**src/rtl/addsub_arbiter.sv**
```systemverilog
// -----------------------------------------------------------------------------
// addsub_arbiter
//
// Shares one n-bit add/subtract datapath between two requesters. Each
// requester presents an operation with a valid/ready handshake. A round-robin
// arbiter accepts one request at a time. The block then computes the
// sum/difference and returns it on a response port, together with carry-out,
// signed overflow and the ID of the requester that issued it.
//
// Operation sequence: IDLE (grant + latch operands) -> EXEC (compute and
// register the result) -> RESP (hold until the consumer takes it) -> IDLE.
//
// Ports
//   clk           : single clock, rising edge
//   reset         : asynchronous, active-high reset
//   req0_valid    : requester 0 has an operation pending
//   req0_ready    : requester 0 accepted this cycle (combinational, IDLE only)
//   req0_x/y      : operands of requester 0
//   req0_sub      : 0 = x+y, 1 = x-y
//   req1_*        : same set of signals for requester 1
//   rsp_valid     : result held and valid
//   rsp_ready     : consumer takes the result
//   rsp_id        : requester that issued the result
//   rsp_s         : result
//   rsp_c_out     : carry out of the MSB (for subtraction, 1 = no borrow)
//   rsp_overflow  : two's-complement overflow
//   busy          : an operation is in flight (state is not IDLE)
//   op_count      : number of completed responses, wraps 255 -> 0
// -----------------------------------------------------------------------------
module addsub_arbiter #(
   parameter int n = 4
) (
   input  logic         clk,
   input  logic         reset,

   input  logic         req0_valid,
   output logic         req0_ready,
   input  logic [n-1:0] req0_x,
   input  logic [n-1:0] req0_y,
   input  logic         req0_sub,

   input  logic         req1_valid,
   output logic         req1_ready,
   input  logic [n-1:0] req1_x,
   input  logic [n-1:0] req1_y,
   input  logic         req1_sub,

   output logic         rsp_valid,
   input  logic         rsp_ready,
   output logic         rsp_id,
   output logic [n-1:0] rsp_s,
   output logic         rsp_c_out,
   output logic         rsp_overflow,

   output logic         busy,
   output logic [7:0]   op_count
);

   typedef enum logic [1:0] {
      IDLE = 2'd0,
      EXEC = 2'd1,
      RESP = 2'd2
   } state_t;

   state_t       state_reg;

   // Priority pointer: requester that wins when both are valid.
   logic         ptr_reg;

   // Operand registers loaded on the grant edge.
   logic [n-1:0] op_x_reg;
   logic [n-1:0] op_y_reg;
   logic         op_sub_reg;
   logic         op_id_reg;

   // ---------------------------------------------------------------------
   // Arbitration
   // ---------------------------------------------------------------------
   logic         any_valid;
   logic         grant_id;
   logic         accept;

   always_comb begin
      any_valid = req0_valid | req1_valid;
      // With both valid the pointer decides. Otherwise the single valid
      // requester wins. When neither is valid the value is unused.
      if (req0_valid && req1_valid)
         grant_id = ptr_reg;
      else
         grant_id = ~req0_valid;
   end

   // Readies are gated by reset. The state register is already IDLE while
   // reset is held, so without the gate a valid input would leak a ready.
   assign accept     = (state_reg == IDLE) && any_valid && !reset;
   assign req0_ready = accept && !grant_id;
   assign req1_ready = accept &&  grant_id;

   // Operand selection for the granted requester.
   logic [n-1:0] sel_x;
   logic [n-1:0] sel_y;
   logic         sel_sub;

   always_comb begin
      if (grant_id) begin
         sel_x   = req1_x;
         sel_y   = req1_y;
         sel_sub = req1_sub;
      end else begin
         sel_x   = req0_x;
         sel_y   = req0_y;
         sel_sub = req0_sub;
      end
   end

   // ---------------------------------------------------------------------
   // Add/subtract datapath: s = x + (y ^ {n{sub}}) + sub.
   // The datapath is built as an explicit ripple chain. This keeps the carry
   // into the MSB available for the overflow term.
   // ---------------------------------------------------------------------
   logic [n-1:0] y_eff;
   logic [n-1:0] sum;
   logic [n:0]   carry;

   assign carry[0] = op_sub_reg;

   generate
      for (genvar gi = 0; gi < n; gi++) begin : g_ripple
         assign y_eff[gi]   = op_y_reg[gi] ^ op_sub_reg;
         assign sum[gi]     = op_x_reg[gi] ^ y_eff[gi] ^ carry[gi];
         assign carry[gi+1] = (op_x_reg[gi] & y_eff[gi]) |
                              (op_x_reg[gi] & carry[gi]) |
                              (y_eff[gi]    & carry[gi]);
      end
   endgenerate

   logic dp_c_out;
   logic dp_overflow;

   assign dp_c_out    = carry[n];
   assign dp_overflow = carry[n] ^ carry[n-1];

   // ---------------------------------------------------------------------
   // Control FSM with registered response outputs
   // ---------------------------------------------------------------------
   always_ff @(posedge clk or posedge reset) begin
      if (reset) begin
         state_reg    <= IDLE;
         ptr_reg      <= 1'b0;
         op_x_reg     <= '0;
         op_y_reg     <= '0;
         op_sub_reg   <= 1'b0;
         op_id_reg    <= 1'b0;
         rsp_valid    <= 1'b0;
         rsp_id       <= 1'b0;
         rsp_s        <= '0;
         rsp_c_out    <= 1'b0;
         rsp_overflow <= 1'b0;
         op_count     <= 8'd0;
      end else begin
         case (state_reg)
            IDLE: begin
               if (any_valid) begin
                  op_x_reg   <= sel_x;
                  op_y_reg   <= sel_y;
                  op_sub_reg <= sel_sub;
                  op_id_reg  <= grant_id;
                  state_reg  <= EXEC;
               end
            end

            EXEC: begin
               rsp_s        <= sum;
               rsp_c_out    <= dp_c_out;
               rsp_overflow <= dp_overflow;
               rsp_id       <= op_id_reg;
               rsp_valid    <= 1'b1;
               state_reg    <= RESP;
            end

            RESP: begin
               // The rsp_* data fields are left untouched here. They keep the
               // last result after rsp_valid drops.
               if (rsp_ready) begin
                  rsp_valid <= 1'b0;
                  op_count  <= op_count + 8'd1;
                  // Hand priority to the other requester on completion. This
                  // happens even when the served requester was alone.
                  ptr_reg   <= ~op_id_reg;
                  state_reg <= IDLE;
               end
            end

            default: begin
               state_reg <= IDLE;
            end
         endcase
      end
   end

   assign busy = (state_reg != IDLE);

endmodule

```
**config.mk**
```make
export PLATFORM = sky130hd
export DESIGN_NAME = addsub_arbiter
export DESIGN_NICKNAME = d
export VERILOG_FILES = /design/src/rtl/addsub_arbiter.sv
export SDC_FILE = /design/constraint.sdc
export NUM_CORES = 1
export LEC_CHECK = 0
export ABC_AREA = 1
export CAP_MARGIN = 20
export CORE_MARGIN = 2
export CORE_UTILIZATION = 50
export DETAILED_ROUTE_END_ITERATION = 7
export HOLD_SLACK_MARGIN = 0.08
export MAX_ROUTING_LAYER = met4
export PLACE_DENSITY = 0.92
export SYNTH_ARGS = -nofsm -noshare
export SYNTH_HDL_FRONTEND = slang
export SYNTH_SLANG_ARGS = --single-unit
```
**constraint.sdc**
```tcl
create_clock -name clk -period 4.85 [get_ports clk]
set_input_delay 0.97 -clock clk [delete_from_list [all_inputs] [get_ports clk]]
set_output_delay 0.97 -clock clk [all_outputs]
set_load 0.01 [all_outputs]
```
==> summary.txt, run 1 <==
STA
  – Tmin final: between 3 and 4 ns
  – RSZ-0062 raised after global routing: no
  – Final Hold Viols: 0
  – Fmax: 274 MHz
  – Worst slew pin tran: between 0.3 and 0.4 ns
  – Clk_skew: approximately 0.0034 ns
  – Fin crit share: 75.1%
  – Max_slew headroom: 75.1%
  – Final setup violating endpoints: 0
  – Hold_ws: approximately 0.48 ns
  – Final slew viol count: 0
  – Setup TNS: 0 ns

Floorplan
  – Die width: around 59 um
  – Row count: 19
  – Core footprint: ~2800 um^2
  – Die Ht: between 50 and 60 um
  – Top-level port count: 42
  – Initial Utilization: a little over half
  – Die area: 3420 um^2

Worst setup path
  – Crit-path max FO: 14
  – Worst endpoint required time: a little under 4 ns
  – Worst reg2reg path depth: 8
  – Worst r2r dst: rsp_overflow
  – CP endpoint kind: output port
  – R2R Path Start: op_y_reg[0]
  – Arrival time at the worst endpoint: 2.67 ns
  – Reg2reg setup slack: 2.62 ns
  – Setup CP Type: in -> out
  – CP startpoint kind: input pin

Cells and area
  – Area Overhead vs Synth: 34.0%
  – Largest Register: op_count
  – Layout fillers: roughly 200
  – Final core occ: about 72%
  – Multi-input logic area: approximately 650 um^2
  – Max reg flops: 8
  – Commonest non-fill, non-tap cells in the layout: nand2_1 (67), clkdlybuf4s50_1 (41), dfrtp_1 (29)
  – NumNets Final: between 200 and 300
  – Design Area, Final: a little under 2000 um^2
  – Final Non-Filler Cells: approximately 260
  – Layout cells sized above 1: 8.44%
  – Commonest non-fill, non-tap cell in the layout: nand2_1
  – Reg area: 726 um^2
  – Diodes inserted: 0

Clock tree
  – Post-CTS Setup Bufs: 0
  – Post-CTS Hold Buffers: 0
  – CTS Sinks: 29
  – Clock Latency Late Sink: between 0.3 and 0.4 ns
  – Post-CTS resize count: 0
  – Clock transition at path regs: around 0.080 ns
  – CTS tree: yes
  – Clock root buffer: clkbuf_4
  – Max clock buf depth: 2
  – TritonCTS buffer count: 5
  – Max H-tree Level: 2

Drt
  – Drt drc: 0
  – TritonRoute pass-1 iters: 4
  – Routed WL: ~2.8 mm
  – Vias/cell: between 4 and 5
  – DR WL/cell: 11.1 um
  – Detail Route Antenna Nets: 0
  – 1st-iter DRT viols: 35
  – Via Count: about 1300

Min path
  – Hold endpoint: ptr_reg
  – Hold Crit Depth: 1
  – Hold Crit Start: op_id_reg
  – Worst min-delay path class: reg -> reg

Synth
  – Synth warnings: 0
  – Avg Inst Size Synth: approximately 8.3 um^2
  – Sequential share of the synthesized area: approximately 49%
  – Cell variety after synth: 22
  – Post-synthesis net count: between 200 and 250
  – Top cell type's share of synthesized area: between 40% and 50%
  – Main area contributors after synthesis: dfrtp_1 (49%), nand2_1 (17%), inv_1 (5.3%), fa_1 (4.0%), xor2_1 (3.5%)
  – Post-Syn Instances: 179
  – Post-Syn Area: approximately 1500 um^2
  – Post-synth top area cell: dfrtp_1
  – Seq cells post-synth: 29

Global routing
  – Vias in the first global route: 1156
  – Largest net degree at the start of global routing: 30
  – Total track usage: between 10% and 20%
  – Global-route wire length before repair: 4.97 mm
  – Initial antenna violation count: 0
  – Grt total ovfl: 0

Place
  – I/O Buffers: between 40 and 50
  – Final HPWL DP: 2.19 mm
  – Area after DPL: ~1900 um^2
  – RD Place Congestion: ~0.82
  – Placed insts: between 200 and 250

Power and ir drop
  – Pwr Density: 561 nW/um^2
  – P_leak: between 0.9 and 1 nW
  – Peak supply drop: around 0.00040 V

Job
  – Max-cap violations: 0

Outcome
  – Run status: complete, no violations
-- how the worst max path moves through the flow --
stage / endpoint / cells after the start / startpoint / slack [ns]
after global placement: req1_ready / 6 / req0_valid / 1.28
after detailed placement: req1_ready / 6 / req0_valid / 1.22
after global routing: req1_ready / 6 / req0_valid / 1.08
final: req1_ready / 6 / req0_valid / 1.21
after CTS: req1_ready / 6 / req0_valid / 1.21
after floorplan: req0_ready / 4 / req1_valid / 2.28
-- through the flow --
step,power [mW],worst slack (ns)
CTS,1.12,1.21
detailed placement,0.977,1.22
global route,1.22,1.08
global placement,0.953,1.28
floorplan,0.785,2.28
finish,1.12,1.21
-- cells in the mapped netlist --
master    instances
o21ai_0           8
ha_1              1
nand3_1           9
mux2_2            1
xor2_1            6
nor2_1           11
dfrtp_1          29
fa_1              3
nand3b_1          1
nand3_2           1
inv_2             2
nor2_4            1
xnor2_1           3
buf_6             2
nand2_1          67
inv_1            21
o21ai_1           3
nor2_2            2
o21ai_2           3
buf_2             1
nor3_1            2
nand2_2           2
-- critical path, cell delays in order --
cell and delay, ns:
clkdlybuf4s50_1 0.58, nor2_2 0.09, nor2_4 0.27, nand2_1 0.11, nor2_1 0.10, clkdlybuf4s50_1 0.54
-- cell type report --
cell class,instances,area share [%]
inverter,23,4.34
tap,31,1.95
multi-input combinational,124,32.5
clock buffer,7,2.77
timing repair buffer,42,22.0
sequential,29,36.5
-- cell families (layout without fill, tap and decap cells) --
family | count (synthesis) | count (layout) | synth area share [%]
adder cells (fa/ha/maj) | 4 | 4 | 4.89
AND/OR/NAND/NOR | 96 | 96 | 27.0
flip-flops | 29 | 29 | 48.9
multiplexers | 1 | 1 | 0.758
AO/OA/AOI/OAI | 14 | 14 | 5.48
XOR/XNOR | 9 | 9 | 5.31
buffers and inverters | 26 | 72 | 7.67
-- metal layers --
metal  vias up  wire (um)  GRT usage [%]
met4         0         41           6.98
met1       577       1320           27.6
met3         5        137           3.96
met5         -          0              -
met2        43       1340           29.1
li1        637          -              -
-- report_power, final --
part	leakage, nW	switching (mW)	internal [mW]
sequential	0.352	0.0841	0.346
combinational	0.608	0.283	0.259
clock	0.0314	0.0750	0.0683
Note: power is estimated with default switching activity, not from simulation.
==> run 2: changes to the inputs <==
--- a/config.mk
+++ b/config.mk
@@ -8,11 +8,11 @@
 export ABC_AREA = 1
 export CAP_MARGIN = 20
 export CORE_MARGIN = 2
-export CORE_UTILIZATION = 50
+export CORE_UTILIZATION = 42
 export DETAILED_ROUTE_END_ITERATION = 7
 export HOLD_SLACK_MARGIN = 0.08
 export MAX_ROUTING_LAYER = met4
-export PLACE_DENSITY = 0.92
+export PLACE_DENSITY = 0.84
 export SYNTH_ARGS = -nofsm -noshare
 export SYNTH_HDL_FRONTEND = slang
 export SYNTH_SLANG_ARGS = --single-unit
==> constraint.sdc (replaced) <==
create_clock -name clk -period 3.3 [get_ports clk]
set_input_delay 0.66 -clock clk [delete_from_list [all_inputs] [get_ports clk]]
set_output_delay 0.66 -clock clk [all_outputs]
set_load 0.01 [all_outputs]
==> summary.txt, run 2 (synthesis gave the netlist of run 1 again) <==
Clock tree
  – Post-CTS Hold Buffers: 0 (unchanged)
  – Clock Latency Late Sink: 0.33 ns (+0.02 ns)
  – CTS Sinks: 29 (unchanged)
  – Clock transition at path regs: 0.08 ns (about the same)
  – CTS tree: yes
  – Max clock buf depth: 2 (unchanged)
  – Post-CTS Setup Bufs: 0 (unchanged)
  – Post-CTS resize count: 0 (unchanged)
  – Max H-tree Level: 2 (unchanged)
  – TritonCTS buffer count: 5 (unchanged)
  – Clock root buffer: clkbuf_4

Place
  – Final HPWL DP: 2.31 mm (+5.3%)
  – RD Place Congestion: 0.742 (-9.3%)
  – Area after DPL: 1940 um^2 (+1.8%)
  – I/O Buffers: 41 (unchanged)
  – Placed insts: 265 (+6.9%)

Global routing
  – Vias in the first global route: 1221 (+5.6%)
  – Grt total ovfl: 0 (unchanged)
  – Initial antenna violation count: 0 (unchanged)
  – Largest net degree at the start of global routing: 30 (unchanged)
  – Global-route wire length before repair: 5.33 mm (+7.3%)
  – Total track usage: 17.8% (-2.0 points)

Power and ir drop
  – Peak supply drop: 0.000333 V (-17%)
  – Pwr Density: 835 nW/um^2 (+49%)
  – Design Power: 1.67 mW (+49%)
  – P_leak: 0.989 nW (-0.29%)

Floorplan
  – Die Ht: 63.5 um (+8.5%)
  – Die width: 63.5 um (+8.5%)
  – Core footprint: 3360 um^2 (+21%)
  – Row count: 21 (+2)
  – Initial Utilization: 44.2% (-9.2 points)
  – Top-level port count: 42 (unchanged)
  – Die area: 4030 um^2 (+18%)

Cells and area
  – Layout fillers: 314 (+56%)
  – Commonest non-fill, non-tap cell in the layout: nand2_1
  – Final core occ: 59.3% (-12 points)
  – Max reg flops: 8 (unchanged)
  – Largest Register: op_count
  – Area Overhead vs Synth: 34.4%
  – Final Non-Filler Cells: 272 (+6.3%)
  – Layout cells sized above 1: 8.85% (+0.41 points)
  – NumNets Final: 253 (+0.40%)
  – Diodes inserted: 0 (unchanged)
  – Design Area, Final: 2000 um^2 (+0.31%)
  – Commonest non-fill, non-tap cells in the layout: nand2_1 (67), clkdlybuf4s50_1 (41), dfrtp_1 (29)

Drt
  – Drt drc: 0 (unchanged)
  – Detail Route Antenna Nets: 0 (unchanged)
  – Routed WL: 2.99 mm (+5.1%)
  – 1st-iter DRT viols: 42 (+20%)
  – Via Count: 1239 (-1.8%)
  – DR WL/cell: 11.0 um (-1.1%)
  – Vias/cell: 4.56 (-7.6%)
  – TritonRoute pass-1 iters: 4 (unchanged)

Worst setup path
  – Arrival time at the worst endpoint: 2.31 ns (-0.36 ns)
  – Setup CP Type: in -> out
  – CP startpoint kind: input pin
  – Critical-path cell list: clkdlybuf4s50_1, nand2_1, nand2_2, nand2_1, nor2_1, clkdlybuf4s50_1
  – Slowest Stage Delay on Critical Path: 0.54 ns (-0.04 ns)
  – Worst endpoint required time: 2.64 ns (-1.24 ns)
  – CP endpoint kind: output port
  – Crit-path max FO: 17 (+3)
  – Crit-path slowest cell: clkdlybuf4s50_1

STA
  – Setup TNS: 0 ns (unchanged)
  – Fin crit share: ~90%
  – Fmax: about 340 MHz
  – Max_slew headroom: 75.1% (about the same)
  – Tmin final: 2.97 ns
  – Final slew viol count: 0 (unchanged)
  – Final setup violating endpoints: 0 (unchanged)
  – RSZ-0062 raised after global routing: no
  – Worst slew pin tran: 0.373 ns (+0.0000762 ns)
  – Clk_skew: 0.00515 ns (+0.00174 ns)
  – Final Hold Viols: 0 (unchanged)

Job
  – Max-cap violations: 0 (unchanged)

Min path
  – Worst min-delay path class: reg -> reg

Outcome
  – Run status: complete, no violations
==> run 2: cell types whose count changed in the layout (fill, tap and decap cells not counted), sizes merged <==
cell | previous run | this run
buf | 1 | 2
==> run 2: path summary, 6_finish.rpt <==
path	startpoint	to	slack (ns)	depth (start not counted)
worst max-delay path	req1_valid	req1_ready	0.33	6
worst min-delay path	rsp_valid	rsp_valid	0.48	2
worst max register to register	op_y_reg[0]	rsp_overflow	1.02	8
worst min register to register	rsp_valid	rsp_valid	0.48	2
max in group asynchronous	reset	rsp_s[0]	2.23	3
min in group asynchronous	reset	op_count[3]	0.79	3
==> run 2: power by group <==
group / internal [mW] / switching, mW
Clock: 0.100 / 0.115
Combinational: 0.393 / 0.426
Sequential: 0.509 / 0.125
==> run 2: layout make-up <==
class	instances	area, um^2	share of cell area [%]
Sequential cell	29	726	36.4
Timing Repair Buffer	43	425	21.3
Clock buffer	7	55.1	2.76
Inverter	23	86.3	4.33
Tap cell	46	57.6	2.88
Multi-Input combinational cell	124	646	32.4
==> run 2: per-layer routing <==
| metal | part of all wire, % | global-route usage (%) |
|---|---|---|
| met3 | 4.9 | 3.75 |
| met4 | 2.5 | 8.97 |
| met2 | 49 | 29.1 |
| met1 | 44 | 20.9 |
| met5 | 0 | - |
==> run 2: critical path: cells and delay by family <==
family                 cells  cell delay [ns]
AND/OR/NAND/NOR            4             0.61
buffers and inverters      2             1.03
==> run 2: per-stage QoR <==
step / setup WS (ns) / hold slack, ns
after floorplan: 1.20 / 0.438
after global placement: 0.374 / 0.457
after detailed placement: 0.337 / 0.467
after CTS: 0.316 / 0.489
after global routing: 0.211 / 0.503
final: 0.332 / 0.479
==> run 3: changes to the inputs <==
--- a/config.mk
+++ b/config.mk
@@ -10,6 +10,7 @@
 export CORE_MARGIN = 2
 export CORE_UTILIZATION = 42
 export DETAILED_ROUTE_END_ITERATION = 7
+export GPL_TIMING_DRIVEN = 0
 export HOLD_SLACK_MARGIN = 0.08
 export MAX_ROUTING_LAYER = met4
 export PLACE_DENSITY = 0.84
==> summary.txt, run 3 (synthesis gave the netlist of run 1 again) <==
STA
  – Fin crit share: 91.6% (+1.7 points)
  – Setup TNS: 0 ns (unchanged)
  – Final Hold Viols: 0 (unchanged)
  – Final slew viol count: 0 (unchanged)
  – Max_slew headroom: 80.4% (+5.3 points)
  – Clk_skew: 0.00250 ns (-0.00265 ns)
  – RSZ-0062 raised after global routing: no
  – Final setup violating endpoints: 0 (unchanged)
  – Fmax: 331 MHz (-1.8%)
  – Worst slew pin tran: 0.294 ns (-0.0796 ns)
  – Tmin final: 3.02 ns (+0.0552 ns)

Drt
  – Vias/cell: 4.48 (-1.6%)
  – 1st-iter DRT viols: 51 (+21%)
  – DR WL/cell: 10.0 um (-8.6%)
  – Via Count: 1233 (-0.48%)
  – Detail Route Antenna Nets: 0 (unchanged)
  – Routed WL: 2.76 mm (-7.6%)
  – Drt drc: 0 (unchanged)
  – TritonRoute pass-1 iters: 4 (unchanged)

Global routing
  – Total track usage: 16.6% (-1.2 points)
  – Vias in the first global route: 1141 (-6.6%)
  – Global-route wire length before repair: 5.03 mm (-5.7%)
  – Grt total ovfl: 0 (unchanged)
  – Largest net degree at the start of global routing: 30 (unchanged)
  – Initial antenna violation count: 0 (unchanged)

Clock tree
  – Clock transition at path regs: 0.08 ns (about the same)
  – Post-CTS resize count: 0 (unchanged)
  – Max clock buf depth: 2 (unchanged)
  – Post-CTS Hold Buffers: 0 (unchanged)
  – Clock Latency Late Sink: 0.32 ns (about the same)
  – CTS tree: yes
  – Post-CTS Setup Bufs: 0 (unchanged)
  – Max H-tree Level: 2 (unchanged)
  – Clock root buffer: clkbuf_4
  – TritonCTS buffer count: 5 (unchanged)
  – CTS Sinks: 29 (unchanged)

Worst setup path
  – CP startpoint kind: input pin
  – Slowest Stage Delay on Critical Path: 0.57 ns (+0.03 ns)
  – Worst reg2reg path depth: 8 (unchanged)
  – Setup CP Type: in -> out
  – R2R Path Start: op_y_reg[0]
  – Crit-path slowest cell: clkdlybuf4s50_1
  – Crit-path max FO: 10 (-7)
  – Worst endpoint required time: 2.64 ns (about the same)
  – CP startpoint: req0_valid
  – Critical-path cell list: clkdlybuf4s50_1, nor2_2, nor2_4, buf_6, nand2_1, nor2_1, clkdlybuf4s50_1
  – Arrival time at the worst endpoint: 2.36 ns (+0.05 ns)
  – CP most frequent cell: clkdlybuf4s50_1
  – CP endpoint kind: output port

Outcome
  – Run status: complete, no violations

Floorplan
  – Die width: 63.5 um (unchanged)
  – Die area: 4030 um^2 (unchanged)
  – Row count: 21 (unchanged)
  – Core footprint: 3360 um^2 (unchanged)
  – Initial Utilization: 44.2% (unchanged)
  – Top-level port count: 42 (unchanged)
  – Die Ht: 63.5 um (unchanged)

Power and ir drop
  – P_leak: 1.00 nW (+1.3%)
  – Pwr Density: 809 nW/um^2 (-3.2%)
  – Peak supply drop: 0.000305 V (-8.5%)

Cells and area
  – Commonest non-fill, non-tap cell in the layout: nand2_1
  – Final Non-Filler Cells: 275 (+1.1%)
  – Area Overhead vs Synth: 36.6%
  – Max reg flops: 8 (unchanged)
  – Commonest non-fill, non-tap cells in the layout: nand2_1 (67), clkdlybuf4s50_1 (41), dfrtp_1 (29)
  – Layout cells sized above 1: 9.17% (+0.32 points)
  – Layout fillers: 315 (+0.32%)
  – Diodes inserted: 0 (unchanged)
  – NumNets Final: 255 (+0.79%)
  – Largest Register: op_count

Min path
  – Hold Crit Start: rsp_s[1]
  – Hold Crit Depth: 2 (unchanged)
  – Worst min-delay path class: reg -> reg

Place
  – RD Place Congestion: 0.735 (-0.94%)
  – I/O Buffers: 41 (unchanged)
  – Final HPWL DP: 2.11 mm (-8.5%)
  – Placed insts: 266 (+0.38%)

Job
  – Max-cap violations: 0 (unchanged)
## run 3: cell types whose count changed in the layout (fill, tap and decap cells not counted)
cell | previous run | this run
clkbuf_8 | 1 | 0
clkbuf_1 | 1 | 3
buf_16 | 0 | 1
buf_6 | 0 | 2
buf_2 | 0 | 1
buf_4 | 2 | 0
## run 3: worst max-delay path: cells and delay by family
kind	cells	cell delay, ns
and+or+nand+nor	4	0.42
buffers and inverters	3	1.27
## run 3: cell type report
cell class,count,area (um^2),share of cell area [%]
sequential,29,726,35.8
multi-input combinational,124,646,31.8
timing repair buffer,42,438,21.6
inverter,23,86.3,4.25
tap,46,57.6,2.84
clock buffer,8,48.8,2.40
buffer,3,27.5,1.36
## run 3: worst paths after layout
path / endpoint / slack (ns)
min reg2reg: rsp_s[1] / 0.48
min: rsp_s[1] / 0.48
min in group asynchronous: op_count[0] / 0.62
max: req1_ready / 0.28
max reg2reg: rsp_overflow / 1.07
max in group asynchronous: rsp_s[3] / 2.29
## run 3: stage by stage
stage	area, um^2	worst slack, ns	hold WS (ns)	power (mW)	utilization, %
final	2030	0.277	0.484	1.64	60.3
after CTS	2000	0.294	0.486	1.65	59.5
after detailed placement	1950	0.298	0.465	1.45	58.1
after floorplan	1490	1.20	0.438	1.15	-
after global placement	1950	0.311	0.460	1.43	58.1
after global routing	2030	0.235	0.518	1.81	60.3
## run 3: where the power goes
part	leakage (nW)	switching [mW]	internal, mW	total, mW
Sequential	0.352	0.124	0.509	0.633
Combinational	0.623	0.413	0.400	0.813
Clock	0.0265	0.110	0.0847	0.195
## run 3: metal layers
| layer | routed length (um) | global-route usage (%) |
|---|---|---|
| met5 | 0 | - |
| met2 | 1250 | 25.5 |
| met4 | 56 | 8.97 |
| met3 | 155 | 3.75 |
| met1 | 1300 | 20.4 |
